==> src/rtl/indexed_shift_pkg.sv <==
// Shared definitions for the indexed shift-array family (extract and insert sides).
// Holds the default geometry and the request/response FSM encoding.
package indexed_shift_pkg;

  localparam int DEF_DATA_WIDTH   = 32;
  localparam int DEF_MAX_ELEMENTS = 16;
  localparam int DEF_IDX_WIDTH    = 4;

  typedef enum logic {
    ST_IDLE = 1'b0,
    ST_RESP = 1'b1
  } state_e;

endpackage

==> src/rtl/indexed_lsh_mod.sv <==
// One array position of the left-shift network: entries at or above the
// extracted index take their upper neighbour, entries below keep their value.
module indexed_lsh_mod
  import indexed_shift_pkg::*;
#(
  parameter int DATA_WIDTH = DEF_DATA_WIDTH,
  parameter int IDX_WIDTH  = DEF_IDX_WIDTH,
  parameter int POS        = 0
) (
  input  logic [DATA_WIDTH-1:0] cur_i,
  input  logic [DATA_WIDTH-1:0] nxt_i,
  input  logic [IDX_WIDTH-1:0]  idx_i,
  output logic [DATA_WIDTH-1:0] out_o
);

  localparam logic [IDX_WIDTH-1:0] POS_C = IDX_WIDTH'(POS);

  assign out_o = (idx_i <= POS_C) ? nxt_i : cur_i;

endmodule

==> src/rtl/indexed_lsh_extract.sv <==
// Flip-flop array with indexed extract: the selected entry is returned and
// everything above it shifts down one slot, zero-filling the top.
//
// Handshakes: a transfer happens on a rising edge where valid && ready are both
// high; load and request are taken only in IDLE, load has priority over request,
// and a response stays stable from the cycle after acceptance until rsp_ready.
module indexed_lsh_extract
  import indexed_shift_pkg::*;
#(
  parameter int DATA_WIDTH   = DEF_DATA_WIDTH,
  parameter int MAX_ELEMENTS = DEF_MAX_ELEMENTS,
  parameter int IDX_WIDTH    = DEF_IDX_WIDTH
) (
  input  logic                               clk,
  input  logic                               rst,
  input  logic                               load_valid,
  input  logic [DATA_WIDTH*MAX_ELEMENTS-1:0] load_arr,
  input  logic [IDX_WIDTH:0]                 load_count,
  output logic                               load_ready,
  input  logic                               req_valid,
  input  logic [IDX_WIDTH-1:0]               req_idx,
  output logic                               req_ready,
  output logic                               rsp_valid,
  output logic [DATA_WIDTH-1:0]              rsp_data,
  output logic                               rsp_err,
  input  logic                               rsp_ready,
  output logic [DATA_WIDTH*MAX_ELEMENTS-1:0] arr_out,
  output logic [IDX_WIDTH:0]                 count,
  output logic                               empty
);

  localparam logic [IDX_WIDTH:0] MAX_CNT = (IDX_WIDTH+1)'(MAX_ELEMENTS);
  localparam logic [IDX_WIDTH:0] ONE_CNT = (IDX_WIDTH+1)'(1);

  state_e                  state_q;
  logic [DATA_WIDTH-1:0]   arr_q [MAX_ELEMENTS];
  logic [IDX_WIDTH:0]      count_q;
  logic [DATA_WIDTH-1:0]   rsp_data_q;
  logic                    rsp_err_q;

  logic [DATA_WIDTH-1:0]   shift_c [MAX_ELEMENTS];
  logic [DATA_WIDTH-1:0]   load_c  [MAX_ELEMENTS];
  logic [IDX_WIDTH:0]      load_cnt_c;
  logic                    req_hit_c;
  logic                    idle_c;

  assign idle_c     = (state_q == ST_IDLE);
  assign load_ready = idle_c;
  assign req_ready  = idle_c && !load_valid;
  assign rsp_valid  = (state_q == ST_RESP);
  assign rsp_data   = rsp_data_q;
  assign rsp_err    = rsp_err_q;
  assign count      = count_q;
  assign empty      = (count_q == '0);

  // Oversized loads saturate at capacity rather than wrapping.
  assign load_cnt_c = (load_count > MAX_CNT) ? MAX_CNT : load_count;
  assign req_hit_c  = ({1'b0, req_idx} < count_q);

  for (genvar i = 0; i < MAX_ELEMENTS; i++) begin : g_elem
    logic [DATA_WIDTH-1:0] nxt;

    if (i == MAX_ELEMENTS - 1) begin : g_last
      assign nxt = '0;
    end else begin : g_mid
      assign nxt = arr_q[i+1];
    end

    indexed_lsh_mod #(
      .DATA_WIDTH (DATA_WIDTH),
      .IDX_WIDTH  (IDX_WIDTH),
      .POS        (i)
    ) u_lsh (
      .cur_i (arr_q[i]),
      .nxt_i (nxt),
      .idx_i (req_idx),
      .out_o (shift_c[i])
    );

    assign load_c[i] = ((IDX_WIDTH+1)'(i) < load_cnt_c) ?
                       load_arr[i*DATA_WIDTH +: DATA_WIDTH] : '0;
    assign arr_out[i*DATA_WIDTH +: DATA_WIDTH] = arr_q[i];
  end

  always_ff @(posedge clk) begin
    if (rst) begin
      state_q    <= ST_IDLE;
      count_q    <= '0;
      rsp_data_q <= '0;
      rsp_err_q  <= 1'b0;
      for (int i = 0; i < MAX_ELEMENTS; i++) begin
        arr_q[i] <= '0;
      end
    end else begin
      case (state_q)
        ST_IDLE: begin
          if (load_valid) begin
            count_q <= load_cnt_c;
            for (int i = 0; i < MAX_ELEMENTS; i++) begin
              arr_q[i] <= load_c[i];
            end
          end else if (req_valid) begin
            state_q <= ST_RESP;
            if (req_hit_c) begin
              rsp_data_q <= arr_q[req_idx];
              rsp_err_q  <= 1'b0;
              count_q    <= count_q - ONE_CNT;
              for (int i = 0; i < MAX_ELEMENTS; i++) begin
                arr_q[i] <= shift_c[i];
              end
            end else begin
              rsp_data_q <= '0;
              rsp_err_q  <= 1'b1;
            end
          end
        end
        ST_RESP: begin
          if (rsp_ready) begin
            state_q <= ST_IDLE;
          end
        end
        default: state_q <= ST_IDLE;
      endcase
    end
  end

endmodule

==> config.mk <==
export PLATFORM = sky130hd
export DESIGN_NAME = indexed_lsh_extract
export DESIGN_NICKNAME = d
export VERILOG_FILES = /design/src/rtl/indexed_shift_pkg.sv /design/src/rtl/indexed_lsh_mod.sv /design/src/rtl/indexed_lsh_extract.sv
export SDC_FILE = /design/constraint.sdc
export NUM_CORES = 1
export LEC_CHECK = 0
export BUFFER_PORTS_ARGS = -buffer_cell sky130_fd_sc_hd__buf_4
export CORE_AREA = 4 4 415 417
export CTS_CLUSTER_DIAMETER = 80
export DETAILED_ROUTE_END_ITERATION = 10
export DIE_AREA = 0 0 419 421
export PLACE_DENSITY_LB_ADDON = 0.25
export SYNTH_ARGS = -nofsm -noshare
export SYNTH_HDL_FRONTEND = slang
export SYNTH_SLANG_ARGS = --single-unit
==> constraint.sdc <==
create_clock -name clk -period 7.3 [get_ports clk]
set_clock_uncertainty 0.05 [all_clocks]
set_input_delay 0.73 -clock clk [delete_from_list [all_inputs] [get_ports clk]]
set_output_delay 0.73 -clock clk [all_outputs]
set_load 0.05 [all_outputs]
# --- After elaboration in Yosys (flattened, before gate mapping) ---
# Memory sizes are Yosys's and may differ from the RTL's.
# Index checks and enable logic that the tools add are counted.
totals:
  register_bits: 39
  latch_bits: 0
  ram_bits: 512
  rom_bits: 0
  in_bits: 526
  output_inout_bits: 554
  word_cells: 167
  mem_count: 1
op_classes:
  add_sub_neg: 1
  n_mul: 0
  div: 0
  order_cmp: 34
  eq_ne: 0
  n_shift: 0
  n_mux: 86
  bitwise_logic: 34
  reduce_logical: 7
memory_table:
  columns: ["memory", "words", "width", "read_ports", "rd_ports_with_merged_regs", "wr", "line_no", "source"]
  rows:
  - ["arr_q", 16, 32, 17, 0, 16, "indexed_lsh_extract.sv:36", "logic [DATA_WIDTH-1:0] arr_q [MAX_ELEMENTS];"]
ops:
  columns: ["cell", "count"]
  rows:
  - ["32-bit two-way mux", 65]
  - ["4-bit by 5-bit < comparator with 1-bit output, first input constant", 8]
  - ["4-bit <= comparator, second input constant", 8]
  - ["1-bit bitwise OR", 32]
  - ["3-bit by 5-bit < comparator with 1-bit output, first input constant", 4]
  - ["5-bit two-way mux", 4]
  - ["4-bit by 3-bit <= comparator with 1-bit output, second input constant", 4]
  - ["1-bit two-way mux", 16]
  - ["1-bit by 5-bit < comparator with 1-bit output, first input constant", 2]
  - ["2-bit by 5-bit < comparator with 1-bit output, first input constant", 2]
  - ["4-bit by 1-bit <= comparator with 1-bit output, second input constant", 2]
  - ["4-bit by 2-bit <= comparator with 1-bit output, second input constant", 2]
  - ["3-bit AND reduction", 2]
  - ["5-bit greater-than comparator, second input constant", 1]
  - ["5-bit zero test", 1]
  - ["4-bit by 5-bit < comparator with 1-bit output", 1]
  - ["5-bit by 1-bit subtractor with 5-bit output, second input constant", 1]
  - ["2-bit nonzero test", 2]
  - ["1-bit NOT", 2]
  - ["1-bit one-hot mux with 2 select lines", 1]
  - ["1-bit logical AND", 1]
  - ["1-bit zero test", 1]

# --- Depth between registers and ports, before layout ---
depth:
  ltp_word: 8
  mapped_depth: 8
  depth_no_buf: 6

# --- By module ---
# A second synthesis with hierarchy kept.
hier_totals:
  cells_unflattened: 2289
  area_unflattened_um2: 33631.0
modules_own_cells:
  columns: ["module", "instances", "cells_each", "area_per_inst_um2", "seq_area_each_um2"]
  rows:
  - ["indexed_lsh_extract", 1, 1594, 26027.5, 16155.5]
  - ["indexed_lsh_mod at g_elem[0].u_lsh ...", 4, 36, 415.4, 0.0]
  - ["indexed_lsh_mod at g_elem[1].u_lsh ...", 3, 36, 410.4, 0.0]
  - ["indexed_lsh_mod at g_elem[11].u_lsh ...", 2, 36, 544.3, 0.0]
  - ["indexed_lsh_mod at g_elem[10].u_lsh", 1, 114, 877.1, 0.0]
  - ["indexed_lsh_mod at g_elem[4].u_lsh", 1, 81, 625.6, 0.0]
  - ["indexed_lsh_mod at g_elem[14].u_lsh", 1, 36, 528.0, 0.0]
  - ["indexed_lsh_mod at g_elem[13].u_lsh", 1, 36, 516.7, 0.0]
  - ["indexed_lsh_mod at g_elem[3].u_lsh", 1, 36, 420.4, 0.0]
  - ["indexed_lsh_mod at g_elem[2].u_lsh", 1, 36, 414.1, 0.0]
  - ["indexed_lsh_mod at g_elem[15].u_lsh", 1, 32, 240.2, 0.0]

# --- Worst setup path after synthesis ---
# No wires, ideal clock.
synth_timing:
  path_kind: "flip-flop to flip-flop"
  from: "register count_q[2], in the netlist count[2]"
  to: "memory arr_q[0][0] in the netlist's numbering, enable pin"
  setup_time_ns: 0.470
  arrival_time_ns: 4.245
  t_required_ns: 6.780
  slack_ns: 2.535
  path_stages_with_launch: 7
  path_buffers: 0
  synth_period_minus_slack_ns: 4.765
  cell_sequence: "dfxtp_1 inv_1 ha_1 a211o_1 a22oi_2 nand2_1 o31ai_1"
synth_rtl:
  columns: ["element", "line_no", "source"]
  rows:
  - ["start, declared", "indexed_lsh_extract.sv:37", "logic [IDX_WIDTH:0] count_q;"]
  - ["start signal, assigned", "indexed_lsh_extract.sv:98", "count_q <= load_cnt_c;"]
  - ["start signal, assigned", "indexed_lsh_extract.sv:107", "count_q <= count_q - ONE_CNT;"]
  - ["end, declared", "indexed_lsh_extract.sv:36", null]

==> metrics.cfg <==
[cts]
clockBufferDepth = 3
clock_latency_ps = 660
holdBufCountCts = 0
cts_root_buf = clkbuf_16
cts.repair.resized = 0
path_clk_slew_ps = 60
cts_tree = done
clock-sinks = 551
cts_made_buffers = 79
cts_setup_buffers = 0
cts_htree_levels = 3

[yosys]
synth_area_mm2 = 0.0261
async_reset_ff_share_pct = 0
syn_avg_cell_area_um2 = 16.2
ys_types = 52
ys_ff_latch = 551
synth_warnings = 0
synth_top_cell_area_share_pct = 58.9
yosysSeqAreaShare_pct = 61.9
synthCells = 1612
synth-main-ff-cell = edfxtp_1
synth_area_leaders = edfxtp_1 59%, a22o_1 16%, mux4_2 11%
synth_top_area_cell = edfxtp_1
synth_edf_count = 512
syn_nets = 2143

[grt]
antenna_found_initial = 39
grt_use_total_pct = 18.4
grt_pass1_wl_mm = 221
grt_max_degree = 197
overflow = 0
first_global_vias = 22400

[drt]
dr_wl_met2_mm = 84.6
wl_met3_mm = 12.1
topRoutingLayerUsed = met5
drt-pass1-iter-count = 6
drtIter0Drc = 2280
routed-via-count = 22300
drc_errors = 0
routed_wirelength_mm = 170
routedWlPerCell_um = 34.3
ant_nets = 0
drt-met1-wl_mm = 69.1
viasPerCell = 4.51

[job]
drv_cap = 0

[die]
die_y_um = 421
coreArea_mm2 = 0.169
die_area_mm2 = 0.176
die-width_um = 419
ioPinCount = 1080
rows = 151
start_util_pct = 15.5

[hold_path]
hold_depth = 2
min_to = arr_q[4][19]$_SDFFCE_PN0P_
hold_class = in -> reg
hold_path_startpoint = load_arr[147]

[place]
dpl.cell_count = 4795
port_buffers = 1079
dp_hpwl_mm = 130
globalplace.congestion = 0.911

[final_layout]
regArea_mm2 = 0.0162
final_cells = 4952
drive_gt1_share_pct = 53.4
areaGrowthSynthToFinish_pct = 52.0
nets = 3189
fill_cells = 18000
multi_input_area_mm2 = 0.00959

[pwr]
power_density_mw_per_mm2 = 290
peakVddDrop_mv = 0.140
leakage_nw = 16.4

[setup_path]
ff2ff_path_depth = 7
worstPathMaxFanout = 19
cp-start-kind = flop
crit_type = reg -> reg
cp.required_ps = 7560
r2r_setup_slack_ps = 3180
worstSetupEndpointType = flop
r2r-end = arr_q[12][31]$_DFFE_PP_
timing.rr.start = count[2]$_SDFFE_PP0P_
arrival_ps = 4380

[sta]
relSlewSlack_pct = 20.3
setup_violations = 0
final-hold-violation-count = 0
setup_tns_ps = 0
worst_pin_slew_ps = 1200
fmaxAchievable_ghz = 0.243
final.min_clock_period_ps = 4120
grt_setup_unrepaired = false
maxSlewViolCount = 0
fin_crit_sh_pct = 56.4

[run_status]
status = completed

synth_stat cells (2+ instances only):
master / n
o32ai_1: 2
ha_1: 5
and2_1: 2
a221oi_1: 2
a211oi_1: 3
dfxtp_1: 39
edfxtp_1: 512
a21o_1: 5
buf_1: 11
a22o_1: 481
a21oi_1: 21
mux4_2: 128
nand2_1: 7
a31oi_1: 7
and3_1: 32
nor2_1: 13
o31ai_1: 4
nand3_1: 8
buf_2: 81
nand2b_1: 2
a221o_1: 32
mux2i_1: 32
nor3_1: 35
mux2_2: 32
or3_1: 2
inv_1: 9
or2_2: 6
clkbuf_1: 75
layout by cell type (no fill, tap or decap), types with 6 or more instances in the layout:
| cell | count |
|---|---|
| nand3_1 | 7 |
| a22o_1 | 480 |
| diode_2 | 13 |
| mux2_2 | 32 |
| and3_1 | 32 |
| inv_1 | 8 |
| clkinv_2 | 7 |
| edfxtp_1 | 512 |
| a21oi_4 | 17 |
| nor3_1 | 35 |
| mux2i_1 | 32 |
| clkbuf_1 | 17 |
| dfxtp_1 | 39 |
| nand2_1 | 7 |
| a221o_1 | 32 |
| inv_6 | 6 |
| or2_2 | 6 |
| nor2_1 | 10 |
| buf_4 | 1126 |
| mux4_2 | 128 |
| clkbuf_16 | 81 |
| clkinv_1 | 14 |
worst max-delay path by stage:
stage / start / to / depth (start not counted) / slack (ps)
floorplan: count[2]$_SDFFE_PP0P_ / arr_q[0][0]$_DFFE_PP_ / 6 / 2530
global placement: req_idx[2] / arr_q[12][28]$_DFFE_PP_ / 7 / 2460
detailed placement: req_idx[2] / arr_q[12][28]$_DFFE_PP_ / 7 / 2450
CTS: count[2]$_SDFFE_PP0P_ / arr_q[12][31]$_DFFE_PP_ / 7 / 3050
global route: count[2]$_SDFFE_PP0P_ / arr_q[12][31]$_DFFE_PP_ / 7 / 2970
finish: count[2]$_SDFFE_PP0P_ / arr_q[12][31]$_DFFE_PP_ / 7 / 3180
flip-flops by register name, summed over array words and instances (netlist names):
name / count
rsp_err: 1
arr_q: 512
rsp_valid: 1
rsp_data: 32
count: 5
area by class of cell:
cell class	instances	area share, %
diodes	13	0.0819
clock buffers	100	5.34
clock inverters	44	1.10
inverters	10	0.0945
multi-input cells	884	24.2
flip-flops and latches	551	40.7
well taps	2218	6.99
repair buffers	1132	21.5
layer usage:
metal  vias up  global-route usage (%)
met3       195                    4.04
li1       9084                       -
met2      1209                    31.7
met5         -                       0
met4         4                    4.29
met1     11800                    23.5
critical path, stage by stage, from the launching register on:
cell	delay (ps)
dfxtp_1	440
inv_1	100
ha_1	310
a211o_1	300
a22oi_2	810
a21boi_4	420
a31oi_4	800
buf_4	480
stage by stage:
step | worst slack (ps) | hold WS [ps] | utilization, % | power [mW] | instance area [um^2]
floorplan | 2530 | 649 | - | 6.06 | 26100
detailed placement | 2450 | 416 | 22.0 | 7.70 | 37100
finish | 3180 | 300 | 23.5 | 11.5 | 39700
global route | 2970 | 232 | 23.5 | 11.8 | 39700
global placement | 2460 | 410 | 22.0 | 7.70 | 37100
CTS | 3050 | 215 | 23.5 | 11.6 | 39700
power breakdown:
part | internal, mW | leakage (nW) | switching (mW)
sequential | 3.90 | 5.92 | 0.529
combinational | 0.998 | 9.24 | 2.18
clock | 2.26 | 1.24 | 1.64
total | 7.15 | 16.4 | 4.35
cells by family (layout without fill, tap and decap cells):
logic type,count (synthesis),count (layout),synth area share [%]
DFF,551,551,61.9
xor gates and xnor gates,1,1,0.0335
and+or+nand+nor,116,116,2.47
adders and majority gates,5,5,0.240
buffers and inverters,177,1286,2.93
muxes,192,192,13.6
AOI/OAI and AO/OA,570,570,18.8
other,0,13,0
No activity file was read; power rests on OpenSTA's default activity.
